==> src/rtl/controll_pkg.sv <==
`default_nettype none
// ============================================================================
// Package : controll_pkg
// Brief   : Shared sizes and types for the result-digit RAM read arbiter.
// Revision: 1.0
// ============================================================================
package controll_pkg;

  localparam int ADR_BITS = 6;
  localparam int N        = 10;
  localparam int RAMDELAY = 2;
  localparam int L        = 50;
  localparam int MAX_WAIT = 8;

  typedef enum logic {
    PORT0 = 1'b0,
    PORT1 = 1'b1
  } owner_t;

  typedef enum logic [1:0] {
    LOCKED = 2'd0,
    ACTIVE = 2'd1,
    DRAIN  = 2'd2
  } arb_state_t;

  typedef struct packed {
    logic   valid;
    owner_t port;
  } rd_tag_t;

endpackage
`default_nettype wire

==> src/rtl/rd_tag_pipe.sv <==
`default_nettype none
// ============================================================================
// Module  : rd_tag_pipe
// Brief   : Shift pipe of {valid,port} tags matching the RAM read latency.
// Revision: 1.0
// ============================================================================
module rd_tag_pipe
  import controll_pkg::*;
#(
  parameter int DEPTH = RAMDELAY
) (
  input  logic    clk,
  input  logic    rst,
  input  rd_tag_t tag_in,
  output rd_tag_t tag_head,
  output logic    empty
);

  rd_tag_t r_pipe [DEPTH];

  always_ff @(posedge clk) begin
    if (rst) begin
      for (int i = 0; i < DEPTH; i++) r_pipe[i] <= '0;
    end else begin
      r_pipe[0] <= tag_in;
      for (int i = 1; i < DEPTH; i++) r_pipe[i] <= r_pipe[i-1];
    end
  end

  assign tag_head = r_pipe[DEPTH-1];

  always_comb begin
    empty = 1'b1;
    for (int i = 0; i < DEPTH; i++) begin
      if (r_pipe[i].valid) empty = 1'b0;
    end
  end

endmodule
`default_nettype wire

==> src/rtl/digit_ram_rd_arbiter.sv <==
`default_nettype none
// ============================================================================
// Module  : digit_ram_rd_arbiter
// Brief   : Two-port read arbiter for the result-digit RAM, with in-flight
//           tag tracking. Define ARB_RR_EN for round-robin arbitration.
// Revision: 1.0
// ============================================================================
module digit_ram_rd_arbiter #(
  parameter int ADR_BITS = controll_pkg::ADR_BITS,
  parameter int N        = controll_pkg::N,
  parameter int RAMDELAY = controll_pkg::RAMDELAY,
  parameter int MAX_WAIT = controll_pkg::MAX_WAIT
) (
  input  logic                clk,
  input  logic                rst,
  input  logic                calc_done,
  output logic [ADR_BITS-1:0] ram_rdadd,
  input  logic [N-1:0]        ram_q,
  input  logic                r0_req,
  input  logic [ADR_BITS-1:0] r0_addr,
  output logic                r0_gnt,
  output logic                r0_valid,
  output logic [N-1:0]        r0_data,
  input  logic                r1_req,
  input  logic [ADR_BITS-1:0] r1_addr,
  output logic                r1_gnt,
  output logic                r1_valid,
  output logic [N-1:0]        r1_data
);
  import controll_pkg::*;

  localparam int WAIT_W = $clog2(MAX_WAIT + 1);

  arb_state_t          r_state;
  logic [WAIT_W-1:0]   r_wait_cnt;
  logic [ADR_BITS-1:0] r_last_addr;
  logic                w_open;
  logic                w_starved;
  logic                w_pick1;
  logic                w_gnt_any;
  logic                w_pipe_empty;
  logic                w_ret0;
  logic                w_ret1;
  rd_tag_t             w_tag_in;
  rd_tag_t             w_tag_head;

  // calc_done is also checked directly so the RAM is never touched once released
  assign w_open    = (r_state == ACTIVE) && calc_done && !rst;
  assign w_starved = (r_wait_cnt == WAIT_W'(MAX_WAIT));

`ifdef ARB_RR_EN
  logic r_favour1;

  always_ff @(posedge clk) begin
    if (rst)            r_favour1 <= 1'b0;
    else if (w_gnt_any) r_favour1 <= r0_gnt;
  end

  assign w_pick1 = r1_req && (!r0_req || r_favour1 || w_starved);
`else
  assign w_pick1 = r1_req && (!r0_req || w_starved);
`endif

  assign r1_gnt    = w_open && w_pick1;
  assign r0_gnt    = w_open && r0_req && !w_pick1;
  assign w_gnt_any = r0_gnt || r1_gnt;
  assign ram_rdadd = r1_gnt ? r1_addr : (r0_gnt ? r0_addr : r_last_addr);

  assign w_tag_in.valid = w_gnt_any;
  assign w_tag_in.port  = r1_gnt ? PORT1 : PORT0;

  rd_tag_pipe #(
    .DEPTH (RAMDELAY)
  ) u_tag_pipe (
    .clk      (clk),
    .rst      (rst),
    .tag_in   (w_tag_in),
    .tag_head (w_tag_head),
    .empty    (w_pipe_empty)
  );

  assign w_ret0 = w_tag_head.valid && (w_tag_head.port == PORT0);
  assign w_ret1 = w_tag_head.valid && (w_tag_head.port == PORT1);

  always_ff @(posedge clk) begin
    if (rst) begin
      r_state     <= LOCKED;
      r_wait_cnt  <= '0;
      r_last_addr <= '0;
      r0_valid    <= 1'b0;
      r1_valid    <= 1'b0;
      r0_data     <= '0;
      r1_data     <= '0;
    end else begin
      case (r_state)
        LOCKED:  if (calc_done)    r_state <= ACTIVE;
        ACTIVE:  if (!calc_done)   r_state <= DRAIN;
        DRAIN:   if (w_pipe_empty) r_state <= LOCKED;
        default:                   r_state <= LOCKED;
      endcase

      if (!r1_req || r1_gnt)           r_wait_cnt <= '0;
      else if (w_open && !w_starved)   r_wait_cnt <= r_wait_cnt + WAIT_W'(1);

      if (w_gnt_any) r_last_addr <= ram_rdadd;

      r0_valid <= w_ret0;
      r1_valid <= w_ret1;
      if (w_ret0) r0_data <= ram_q;
      if (w_ret1) r1_data <= ram_q;
    end
  end

endmodule
`default_nettype wire
==> config.mk <==
export PLATFORM = sky130hd
export DESIGN_NAME = digit_ram_rd_arbiter
export DESIGN_NICKNAME = d
export VERILOG_FILES = /design/src/rtl/controll_pkg.sv /design/src/rtl/rd_tag_pipe.sv /design/src/rtl/digit_ram_rd_arbiter.sv
export SDC_FILE = /design/constraint.sdc
export NUM_CORES = 1
export LEC_CHECK = 0
export ABC_CLOCK_PERIOD_IN_PS = 1800
export CORE_MARGIN = 1
export CORE_UTILIZATION = 30
export DETAILED_ROUTE_END_ITERATION = 12
export GPL_TIMING_DRIVEN = 0
export PLACE_DENSITY = 0.69
export REMOVE_ABC_BUFFERS = 1
export SLEW_MARGIN = 20
export SYNTH_ARGS = -nofsm -noshare
export SYNTH_HDL_FRONTEND = slang
export SYNTH_HIERARCHICAL = 1
export SYNTH_SLANG_ARGS = --single-unit
==> constraint.sdc <==
create_clock -name clk -period 1.8 [get_ports clk]
set_input_delay 0.27 -clock clk [delete_from_list [all_inputs] [get_ports clk]]
set_output_delay 0.27 -clock clk [all_outputs]
set_load 0.02 [all_outputs]
==> reports/metrics.cfg <==
[critical_path]
reg2regPathDepth=3
end_kind=output port
cp.required_ps=1530
r2r-start=u_tag_pipe/r_pipe[0][3]
start_kind=flip-flop
ff2ff_setup_slack_ps=470
crit_path_max_fanout=6
r2r_end=r0_data[9]
criticalPathCategory=flip-flop to output port
cp_data_arrival_time_ps=1570

[cells_and_area]
area_growth_pct=53.9
multiInputGateArea_sq_um=873
drive_gt1_frac=0.235
final_common_cell=nand2_1
antenna_cells=0
final_cells=330
fin_nets=288
final_cell_mix=48 x nand2_1, 44 x clkdlybuf4s50_1, 34 x dfxtp_1, 22 x a21oi_1, 19 x buf_4
n_fill_cell=519
register_area_sq_um=766

[sta]
layout_min_cycle_time_ps=1840
finalHoldViolations=0
worstMarginPinSlew_ps=729
rsz0062_at_grt=yes
finalMaxSlewViolations=0
setup-violations-final=6
setup_ws_ps=-35.9
finalClockSkew_ps=3.10
fin_crit_sh=1.02
fmax_ghz=0.545
relSlewSlack=0.513

[power]
leakage_nw=0.874
power_w=0.00163
ir_drop_v=0.000243
power_density_mw_per_mm2=644

[yosys]
synthArstFlopShare=0
ys.flop_type=dfxtp_1
ys_top_cells_by_area=dfxtp_1 46%, nand2_1 11%, a21oi_1 6.7%, o221ai_1 4.3%, nand4_1 3.8%
yosysSeqAreaShare=0.462
synth_top_area_frac=0.462
synth_seq_cells=38
synth-edff-count=0
yosys.cell_types.count=35
yosysTopAreaCell=dfxtp_1
synth_area_per_cell_sq_um=8.53
syn_inst=193
yosysWarnings=6
syn_area_sq_mm=0.00165

[route]
drtIter0Drc=58
vias=1592
ant_nets=0
wl_per_cell_microns=12.6
route.detailed.drc=0
wl_mm=4.16
dr.pass1.iters=4
via_per_inst=4.82

[cts]
clk_latency_ps=290
numCtsBuffers=5
cts_tree=yes
path_clk_slew_ps=70
cts_root_buf=clkbuf_8
clock_sinks=38
h-tree-depth=2
clock_tree.buffer_depth=2
hold_buffers=0

[worst_hold_path]
holdPathStages=2
worst_hold_path.endpoint=r1_valid
min-delay-start=rst
min_path_type=primary input to flip-flop

[global_routing]
grt.busiest_layer=met2
met2_usage=0.225
grt_first_pass_wirelength_mm=6.93
grt_pass1_vias=1423
grt_max_degree=35
grt_use_met1=0.199
grt_antenna_before_repair=0
overflow=0
grt_usage=0.150
grtUsageMet3=0.0515

[die]
io_pins=57
die_y_microns=76.1
start_util=0.316
fp-row-count=26
core_sq_mm=0.00520
die_area_sq_mm=0.00578
die_x_microns=76.1

[placed_design]
dpl.cell_count=306
io_buffers=56
hpwl_mm=2.53
gp_congestion=0.821

[job]
maxCapViolCount=0

[outcome]
status=finished with violations
violations=setup timing

## Yosys cell counts, types with 3 or more instances
cell      number
nand3_1        3
inv_1          9
buf_4          3
dfxtp_1       38
o221ai_1       8
nand4_1       10
nand2b_1       3
a21oi_1       22
nor2b_1        5
clkbuf_1       8
nor2_1         7
o221ai_2       4
nand2_1       50
## kinds of logic after synthesis
logic type,Yosys count,share of synthesized area
flip-flops,38,0.462
buffers and inverters,22,0.0624
adder cells (fa/ha/maj),2,0.0152
AND/OR/NAND/NOR,92,0.290
AO/OA/AOI/OAI,39,0.170
## registers in the layout (all words and copies together), names as in the netlist
name               count
r_wait_cnt             4
r_last_addr            6
r0_valid               1
r1_data               10
r0_data               10
u_tag_pipe/r_pipe      4
r_state                2
r1_valid               1
## per-stage QoR
stage | hold slack, ps | util | instance area (sq um) | setup slack [ps] | setup TNS [ps]
3_5_place_dp | 448 | 0.427 | 2220 | -1700 | -22580
6_report | 364 | 0.487 | 2530 | -35.9 | -104
4_1_cts | 355 | 0.474 | 2470 | -17.9 | -53.5
2_1_floorplan | 336 | - | 1580 | 153 | 0
5_1_grt | 370 | 0.487 | 2530 | -110 | -551
3_3_place_gp | 441 | 0.427 | 2220 | -1740 | -22820
## how the worst max path moves through the flow
stage               slack [ps]     startpoint            to  cells past startpoint
floorplan                  150  r_wait_cnt[0]  ram_rdadd[1]                      5
global placement         -1740            rst  ram_rdadd[4]                      5
finish                     -40  r_wait_cnt[0]  ram_rdadd[4]                      7
global route              -110  r_wait_cnt[0]  ram_rdadd[4]                      7
CTS                        -20  r_wait_cnt[1]  ram_rdadd[1]                      7
detailed placement       -1700            rst  ram_rdadd[4]                      5
## power breakdown
group          internal, W  switching [W]  leakage (nW)
Clock             0.000308       0.000293        0.0472
Sequential        0.000849     0.00000515         0.308
Combinational    0.0000938      0.0000830         0.519
## layout make-up
| class | count | area share |
|---|---|---|
| clock buffer | 6 | 0.0326 |
| clock inverter | 2 | 0.00494 |
| inverter | 9 | 0.0133 |
| multi-input combinational | 134 | 0.345 |
| sequential | 38 | 0.302 |
| tap | 70 | 0.0346 |
| timing repair buffer | 71 | 0.267 |
## layer usage
layer | part of all wire | vias to the layer above
li1 | - | 800
met1 | 0.49 | 721
met2 | 0.43 | 69
met3 | 0.074 | 2
met4 | 0.0041 | 0
met5 | 0 | -
## worst max-delay path, stage by stage, from the launching register on
cell      delay (ps)
dfxtp_2          330
inv_2             80
ha_4             140
nand4b_4         150
buf_12           180
nand4_1          120
o221ai_2         110
buf_4            170
## repair_timing
| action | 4_1_cts | 5_1_grt |
|---|---|---|
| resized for setup | 71 | 13 |
| endpoints found under the setup margin | 20 | 8 |
| setup buffers | 13 | 2 |
| pin swaps | 9 | 1 |
| cloned | 1 | 0 |
(Power assumes the default switching activity.)
==> edit: new RTL, same settings <==
Change the package constant `MAX_WAIT` from 8 to 16.
--- a/src/rtl/controll_pkg.sv
+++ b/src/rtl/controll_pkg.sv
@@ -10,7 +10,7 @@
   localparam int N        = 10;
   localparam int RAMDELAY = 2;
   localparam int L        = 50;
-  localparam int MAX_WAIT = 8;
+  localparam int MAX_WAIT = 16;
 
   typedef enum logic {
     PORT0 = 1'b0,
Formal check against the unedited RTL: not equivalent (a bounded check fails within 10 cycles, from zero or initial values and one cycle with rst high).
==> edit against the original RTL <==
Highest routed layer unchanged. Final cell count increased by 2.4%. Setup slack got worse by 0.35 ns. Total power increased by 18%. Wire length increased by 15%. Synthesized cell count increased by 1.6%. Critical endpoint is now ram_rdadd[5]. Design area increased by 11%. The flow still finishes with violations (setup timing). Synthesized area about the same. Combinational power increased by 6%. Via count increased by 6.7%. Non-clock buffer count increased by 9. Largest cell class unchanged. Sequential cell count increased by 1.
==> edit: results (changes against the original RTL) <==
The tools report the number of antenna violations at the first check in global routing as 0 (unchanged). In the synthesized netlist, the cells that appear most often are 41 x sky130_fd_sc_hd__nand2_1, 39 x sky130_fd_sc_hd__dfxtp_1, 29 x sky130_fd_sc_hd__a21oi_1. The pin count of the biggest net entering global routing is 39 (+11%), and the routed length on met3 is 294 um (-3.9%).

The area growth from synthesis to layout is 70.2%. For the leakage power total, the log shows 0.909 nW (+4.0%). The fraction of final layout cells with drive strength greater than 1 was 0.284 (+0.0490).

Highest metal layer used by the detailed router: met4. The run finished, with violations left. The number of endpoints failing setup at the final stage was 8 (+2); the relative slew slack was 0.535 (+0.0221). The path depth of the worst reg2reg path came out at 8 (+5).

The tools report the launching point of the worst reg2reg path as r_wait_cnt[0]. The worst ir drop on vdd was 0.303 mV (+25%). The run gives 5 (unchanged) as the number of buffers created by CTS. The tools report the number of design-rule violations left by the first detailed-router iteration as 64 (+10%). Largest fanout on the critical path: 4 (-2). The setup path with the least slack is of type reg2out.

The largest registers in the layout are r0_data (10), r1_data (10), r_last_addr (6). The pre-CTS setup slack came out at -1.15 ns (+0.552 ns). The cell area reported after detailed placement is 2230 um2 (+0.11%).

The insertion delay to the later sink of the worst-skew pair was 0.29 ns (about the same). The endpoint of the worst register-to-register path was r_last_addr[1]. The setup slack of the critical path after layout is -0.381 ns (-0.345 ns). For the total half-perimeter wirelength after legalization and detailed placement, the log shows 2660 um (+4.9%). The placer's final routability congestion estimate is 0.764 (-7.0%). The tools report the internal reg-to-reg setup slack as 0.05 ns (-0.42 ns). The wire length per cell is 14.2 um (+13%). Ranked by total cell area, the synthesized netlist is headed by sky130_fd_sc_hd__dfxtp_1 47%, sky130_fd_sc_hd__nand2_1 9.3%, sky130_fd_sc_hd__a21oi_1 8.8%. The logs give 0.168 (+0.0186) for the aggregate global-route resource usage and 0.00463 ns (+0.00153 ns) for the worst clock skew on the final layout.

The run gives 1698 (+6.7%) as the overall via count from detail_route. The final reports fail on setup timing. The number of nets in the final layout came out at 296 (+2.8%). The worst stage delay on the critical path was 0.34 ns.

For the met2 routed wirelength, the log shows 2320 um (+29%). For the data arrival time of the worst path, the log shows 1.91 ns (+0.34 ns). The end point of the critical path is ram_rdadd[5].

Routed length on met1: 2110 um (+3.7%). The total negative setup slack was -2.41 ns (-2.31 ns). The run gives 7910 um (+14%) as the global-route wire length before repair. The highest-delay cell along the critical path was sky130_fd_sc_hd__dfxtp_2. For the sequential area share after synthesis, the log shows 0.474 (+0.0118). The number of H-tree levels came out at 2 (unchanged). The number of distinct library cells after synthesis was 28 (-20%).
edit: layout make-up:
cell class                 instances  area, um2
clock buffer                       6       72.6
sequential                        39        787
timing repair buffer              80        734
multi-input combinational        136       1040
inverter                           5       18.8
fill                             478       2400
clock inverter                     2       60.1
tap                               70       87.6
edit: where the power goes:
part,total (mW),internal [mW],switching [mW]
logic,0.188,0.0899,0.0983
registers,0.877,0.871,0.00635
clock network,0.859,0.554,0.305
edit: cells by family after synthesis:
kind of cell / count (synthesis) / synth area share
AO/OA/AOI/OAI: 52 / 0.199
adder cells (fa/ha/maj): 2 / 0.0152
buffers and inverters: 22 / 0.0570
flip-flops: 39 / 0.474
AND/OR/NAND/NOR: 81 / 0.255
edit: worst min path at each step:
stage                                  from                 endpoint  cells past startpoint
CTS                                     rst                 r0_valid                      2
floorplan                               rst  u_tag_pipe/r_pipe[0][3]                      1
global placement    u_tag_pipe/r_pipe[0][0]  u_tag_pipe/r_pipe[0][2]                      1
finish                                  rst                 r0_valid                      2
global route                            rst                 r0_valid                      2
detailed placement  u_tag_pipe/r_pipe[0][0]  u_tag_pipe/r_pipe[0][2]                      1
edit: critical path, delay by kind of cell, from the launching register on:
family,cells,cell delay (ns)
adders and majority gates,1,0.15
and+or+nand+nor,2,0.52
AOI/OAI and AO/OA,1,0.06
buffers and inverters,4,0.54
DFF,1,0.34
edit: through the flow:
| step | utilization | cells | power (mW) | hold WS [ns] |
|---|---|---|---|---|
| after floorplan | - | 179 | 0.941 | 0.336 |
| after global placement | 0.426 | 305 | 1.05 | 0.422 |
| after detailed placement | 0.428 | 305 | 1.04 | 0.431 |
| after CTS | 0.524 | 333 | 1.93 | 0.385 |
| after global routing | 0.538 | 338 | 2.00 | 0.392 |
| final | 0.538 | 338 | 1.92 | 0.381 |
edit: timing repair:
item / 4_1_cts / 5_1_grt
pin swaps: 13 / 10
buffers inserted: 21 / 6
gates cloned: 1 / 0
setup endpoints to repair: 18 / 10
resized for setup: 95 / 10
edit: routing by layer:
layer | track usage | up-vias
met5 | 0 | -
met4 | 0.0692 | 0
met3 | 0.0431 | 10
met2 | 0.289 | 66
met1 | 0.199 | 787
li1 | - | 835
